[config.mk]
export PLATFORM = sky130hd
export DESIGN_NAME = scsi_xfer_sm
export DESIGN_NICKNAME = d
export VERILOG_FILES = /design/src/rtl/scsi_xfer_sm.sv
export SDC_FILE = /design/constraint.sdc
export NUM_CORES = 1
export LEC_CHECK = 0
export BUFFER_PORTS_ARGS = -buffer_cell sky130_fd_sc_hd__buf_2
export CAP_MARGIN = 20
export CORE_MARGIN = 4
export CORE_UTILIZATION = 27
export CTS_BUF_LIST = sky130_fd_sc_hd__clkbuf_8
export DETAILED_ROUTE_END_ITERATION = 10
export PLACE_DENSITY = 0.52
export SLEW_MARGIN = 20
export SYNTH_ARGS = -nofsm -noshare
export SYNTH_HDL_FRONTEND = slang
export SYNTH_SLANG_ARGS = --single-unit
[constraint.sdc]
create_clock -name CPUCLK -period 3.11 [get_ports CPUCLK]
set_clock_uncertainty 0.15 [all_clocks]
set_input_delay 0.311 -clock CPUCLK [delete_from_list [all_inputs] [get_ports CPUCLK]]
set_output_delay 0.311 -clock CPUCLK [all_outputs]
set_load 0.02 [all_outputs]
[src/rtl/scsi_xfer_sm.sv]
// scsi_xfer_sm: sequences CPU register cycles and DMA byte moves to the SCSI controller
// with programmable setup/strobe/hold timing and a per-grant DMA burst limit.
module scsi_xfer_sm #(
   parameter int LANES      = 4,
   parameter int SETUP_CYC  = 1,
   parameter int STROBE_CYC = 2,
   parameter int HOLD_CYC   = 1,
   parameter int BURST_LEN  = 8,
   localparam int BW        = $clog2(LANES)
) (
   input  logic          CPUCLK,
   input  logic          RESET_,
   input  logic          CPUREQ,
   input  logic          RW,
   input  logic          DMAENA,
   input  logic          DMADIR,
   input  logic          DREQ_,
   input  logic          FIFOFULL,
   input  logic          FIFOEMPTY,
   input  logic [BW-1:0] BO,
   output logic          SCSI_CS_,
   output logic          RE_,
   output logic          WE_,
   output logic          DACK_,
   output logic          INCBO,
   output logic          INCNI,
   output logic          INCNO,
   output logic          S2F,
   output logic          F2S,
   output logic          S2CPU,
   output logic          CPU2S,
   output logic          DSACK_,
   output logic          BUSY
);
   typedef enum logic [2:0] {IDLE, C_SETUP, C_STROBE, C_HOLD, C_ACK, D_SETUP, D_STROBE, D_HOLD} state_t;
   localparam logic [3:0] S_LD = 4'(SETUP_CYC - 1);
   localparam logic [3:0] T_LD = 4'(STROBE_CYC - 1);
   localparam logic [3:0] H_LD = 4'(HOLD_CYC - 1);
   localparam logic [3:0] F_LD = (SETUP_CYC > 0) ? S_LD : T_LD;
   localparam state_t C_FIRST = (SETUP_CYC > 0) ? C_SETUP : C_STROBE;
   localparam state_t D_FIRST = (SETUP_CYC > 0) ? D_SETUP : D_STROBE;
   state_t state, nxt;
   logic [3:0] cnt, cnt_n;
   logic [7:0] bcnt, bcnt_n;
   logic dir, dir_n, rw_q, rw_n, dreq_s1, dreq_s2;
   logic last_ph, bubble, byte_end, more, d_ok, last_n, cpu_n, dma_n;
   assign d_ok     = dir ? !FIFOEMPTY : !FIFOFULL;
   assign last_ph  = (state == D_HOLD) || (HOLD_CYC == 0 && state == D_STROBE);
   // a word pointer just moved: wait one cycle so the FIFO flags reflect it
   assign bubble   = last_ph && cnt == 4'd0 && (INCNI || INCNO);
   assign byte_end = last_ph && cnt == 4'd0 && !bubble;
   assign more     = {1'b0, bcnt} + 9'd1 < 9'(BURST_LEN);
   always_comb begin
      nxt    = state;
      cnt_n  = (cnt == 4'd0) ? 4'd0 : cnt - 4'd1;
      bcnt_n = bcnt;
      dir_n  = dir;
      rw_n   = rw_q;
      case (state)
         IDLE: begin
            bcnt_n = 8'd0;
            if (CPUREQ) begin
               nxt   = C_FIRST;
               cnt_n = F_LD;
               rw_n  = RW;
            end else if (DMAENA && !dreq_s2 && (DMADIR ? !FIFOEMPTY : !FIFOFULL)) begin
               nxt   = D_FIRST;
               cnt_n = F_LD;
               dir_n = DMADIR;
            end
         end
         C_SETUP:  if (cnt == 4'd0) begin nxt = C_STROBE; cnt_n = T_LD; end
         C_STROBE: if (cnt == 4'd0) begin nxt = (HOLD_CYC > 0) ? C_HOLD : C_ACK; cnt_n = H_LD; end
         C_HOLD:   if (cnt == 4'd0) nxt = C_ACK;
         C_ACK:    if (!CPUREQ) nxt = IDLE;
         D_SETUP:  if (cnt == 4'd0) begin nxt = D_STROBE; cnt_n = T_LD; end
         D_STROBE: if (cnt == 4'd0 && HOLD_CYC > 0) begin nxt = D_HOLD; cnt_n = H_LD; end
         default: ;
      endcase
      if (bubble) begin
         nxt   = D_HOLD;
         cnt_n = 4'd0;
      end else if (byte_end) begin
         nxt    = (more && !CPUREQ && DMAENA && !dreq_s2 && d_ok) ? D_FIRST : IDLE;
         cnt_n  = F_LD;
         bcnt_n = (nxt == IDLE) ? 8'd0 : bcnt + 8'd1;
      end
   end
   assign last_n = (nxt == D_HOLD || (HOLD_CYC == 0 && nxt == D_STROBE)) && cnt_n == 4'd0 && !bubble;
   assign cpu_n  = nxt inside {C_SETUP, C_STROBE, C_HOLD, C_ACK};
   assign dma_n  = nxt inside {D_SETUP, D_STROBE, D_HOLD};
   always_ff @(posedge CPUCLK or negedge RESET_) begin
      if (!RESET_) begin
         state    <= IDLE;
         cnt      <= 4'd0;
         bcnt     <= 8'd0;
         dir      <= 1'b0;
         rw_q     <= 1'b0;
         dreq_s1  <= 1'b1;
         dreq_s2  <= 1'b1;
         SCSI_CS_ <= 1'b1;
         RE_      <= 1'b1;
         WE_      <= 1'b1;
         DACK_    <= 1'b1;
         DSACK_   <= 1'b1;
         INCBO    <= 1'b0;
         INCNI    <= 1'b0;
         INCNO    <= 1'b0;
         S2F      <= 1'b0;
         F2S      <= 1'b0;
         S2CPU    <= 1'b0;
         CPU2S    <= 1'b0;
         BUSY     <= 1'b0;
      end else begin
         state    <= nxt;
         cnt      <= cnt_n;
         bcnt     <= bcnt_n;
         dir      <= dir_n;
         rw_q     <= rw_n;
         dreq_s1  <= DREQ_;
         dreq_s2  <= dreq_s1;
         SCSI_CS_ <= !(cpu_n && nxt != C_ACK);
         RE_      <= !((nxt == C_STROBE && rw_n) || (nxt == D_STROBE && !dir_n));
         WE_      <= !((nxt == C_STROBE && !rw_n) || (nxt == D_STROBE && dir_n));
         DACK_    <= !dma_n;
         DSACK_   <= nxt != C_ACK;
         INCBO    <= last_n;
         INCNI    <= last_n && BO == {BW{1'b1}} && !dir_n;
         INCNO    <= last_n && BO == {BW{1'b1}} && dir_n;
         S2F      <= dma_n && !dir_n;
         F2S      <= dma_n && dir_n;
         S2CPU    <= cpu_n && rw_n;
         CPU2S    <= cpu_n && !rw_n;
         BUSY     <= nxt != IDLE;
      end
   end
endmodule

==> impl_results.md <==
- Status: finished clean
- Core footprint: ~0.0055 mm2
- Rows: 27
- Via/cell ratio: roughly 4.7
- Vias in the first global route: between 1000 and 1500
- Maximum VDD drop: ~290 uV
- Setup crit start: bcnt[0]
- Synth Area in Simple Gates: roughly a quarter
- Yosys top cell area share: between 40 and 50%
- Clk slew on worst S/H paths: about 0.06 ns
- Hold Crit Depth: 2
- Fillers: roughly 600
- Synth warn: 0
- Top cells by count, synth: dfrtp_1 (25), a21oi_1 (10), nand2_1 (9), nor2_1 (9)
- Static leakage: a little over 0.8 nW
- Area grow syn2layout: 18.2%
- Footprint of the multi-input gates: around 700 um2
- Registers with the most flip-flops: bcnt (8), cnt (4), state (3)
- HPWL Detailed: 2430 um
- Hold_buf cts: 2
- Initial Util: 27.9%
- Clk pwr share: a little under a fifth
- R2r endpoint: DACK_
- Max-slew headroom: between 50% and 60%
- PD cells: a little under 900 mW/mm2
- XOR/XNOR Fraction of Synth Area: 1.13%
- HP Class: input pin to flip-flop
- Wirelength per Cell: approximately 14 um
- Maximum fanout along the worst path: 9
- Switching Power: around 0.64 mW
- Gr ovfl total: 0
- Syn avg cell area: ~11 um2
- Later-pin clock latency in the skew report: 0.29 ns
- Biggest register: bcnt
- Max_cap viols: 0
- Port-buffer cells: 23
- CTS tree: built
- Final Max Slew Viols: 0
- CP startpoint kind: flip-flop
- Synth Net Count: 161
- Post-route ant nets: 0
- Hold Crit Start: RW
- Synth Area in Compound Gates: 12.4%
- Final WL: 3340 um
- Post-synth EDFFs: 0
- Pin count of the biggest net entering global routing: 33
- Period minus WS final: around 2.3 ns
- Fmax: 427 MHz
- DRC Markers: 0
- RSZ-0062 raised after global routing: no
- Synth Area in Adders: ~2.4%
- Die Ht: about 84 um
- Int Pwr: roughly 0.96 mW
- Synth Flop Type: dfrtp_1
- Top Ports: 24
- Worst EP required: 3.17 ns
- CP Data Arrival Time: between 2 and 2.5 ns
- Hold_ws: 0.162 ns
- Yosys reg bits: 32
- Synth async-reset ratio: 100%
- Slew @ Worst Pin: 0.714 ns
- Dominant cell by count in the synthesized netlist: dfrtp_1
- DRC marker count from the first detailed-route iteration: 91
- Cell taking the most area after synthesis: dfrtp_1
- Root buffer cell: clkbuf_8
- Max reg flops: 8
- H-tree levels: 2
- # diodes: 0
- Sw frac: about two fifths
- Post_cts resized: 0
- Die area: 0.00699 mm2
- Combinational power share: just under 40%
- Worst setup EP type: flip-flop
- Final Setup Violations: 0
- Nets: roughly 190
- Layout cells sized above 1: between 20% and 30%
- Mux cell area share after synthesis: under 10%
- GRT Overall Usage: slightly above 10%
- Inserted Clock Buffers: 5
- Worst flop-to-flop path startpoint: bcnt[0]
- Initial antenna violation count: 0
- Kind of critical path: flip-flop to flip-flop
- Netlist Area Pre-Place: 0.00154 mm2
- Reg-to-reg setup timing slack: a little under 0.8 ns
- Die W: around 84 um
- Vias: between 1000 and 1500
- RePlAce Congestion: ~0.77
- Sequential element share of the synthesized area: between 50 and 60%
- Drt first pass iters: 4
- Syn Inst Count: ~150
- Main combinational cell family by area after synthesis: simple AND/OR/NAND/NOR gates
- First-pass GRT wire length: 5660 um
- Final Hold Fails: 0
- Period utilization: 75.3%
- R2R cell count: 5
- Setup TNS: 0 ns
- Netlist cell types: 47
- CTS Sinks: 32
- Hold Path End: rw_q
- Register Area: slightly above 800 um2
- Ranking of synthesized cells by area: dfrtp_1 (41%), dfstp_2 (12%), mux2i_1 (3.9%)
- Sequential power share: roughly two fifths
- Deepest clock path buffer count: 2
- Setup bufs post-CTS: 0
-- cells in the final DEF, fill, tap and decap left out, drive strengths merged, types with 2 or more instances in the layout --
cell,n
and2,7
dlygate4sd3,2
a21oi,10
nand3,5
and3,2
o21ai,4
buf,24
clkbuf,5
nor2,9
or3,2
o22ai,2
or2,2
nor3,7
dfstp,7
ha,3
mux2i,6
nor2b,4
inv,7
a21boi,2
o2111ai,2
or4b,2
nand4,5
dfrtp,25
nand2,9
nand2b,3
-- cells by family after synthesis --
family,after synthesis
AOI/OAI and AO/OA,29
xor gates and xnor gates,2
adders and majority gates,3
buffers and inverters,11
DFF,32
muxes,7
and+or+nand+nor,63
-- worst max-delay path, cell delays in order, from the launching register on --
cell and delay, ns:
dfrtp_1 0.42, ha_1 0.28, or4b_1 0.52, a311o_1 0.35, or2_1 0.35, and2_1 0.19
-- worst max path at each step --
stage	depth (start not counted)	slack (ns)	end
final	5	0.77	DACK_
after global routing	7	0.66	INCNO
after CTS	5	0.79	DACK_
after detailed placement	5	0.80	DACK_
after global placement	5	0.84	BUSY
after floorplan	6	0.95	DACK_
-- through the flow --
stage | power (mW) | utilization (%) | worst slack [ns] | instance area [um2] | std cells
2_1_floorplan | 1.13 | - | 0.946 | 1540 | 147
3_5_place_dp | 1.31 | 31.1 | 0.804 | 1720 | 237
5_1_grt | 1.72 | 32.9 | 0.661 | 1830 | 247
4_1_cts | 1.62 | 32.9 | 0.791 | 1830 | 247
6_report | 1.59 | 32.9 | 0.769 | 1830 | 247
3_3_place_gp | 1.31 | 31.1 | 0.836 | 1720 | 237
-- per-layer routing --
metal | global-route usage, % | vias up | share of wire (%)
met1 | 13.5 | 549 | 48
li1 | - | 591 | -
met2 | 15.3 | 22 | 46
met5 | 0 | - | 0
met4 | 4.82 | 0 | 1.9
met3 | 2.96 | 8 | 4.1
-- cell type report --
type | count | share of cell area (%)
clock inverter | 3 | 0.685
sequential | 32 | 44.3
timing repair buffer | 26 | 7.81
clock buffer | 5 | 3.77
multi-input combinational | 104 | 37.4
inverter | 5 | 1.03
tap | 72 | 4.93
-- power groups by stage --
stage                     clock network [mW]  registers [mW]  logic [mW]
after floorplan                            0           0.676       0.456
after global placement                     0           0.673       0.639
after detailed placement                   0           0.672       0.636
after CTS                              0.310           0.664       0.642
after global routing                   0.333           0.680       0.711
final                                  0.298           0.662       0.635
(Power assumes the default switching activity.)
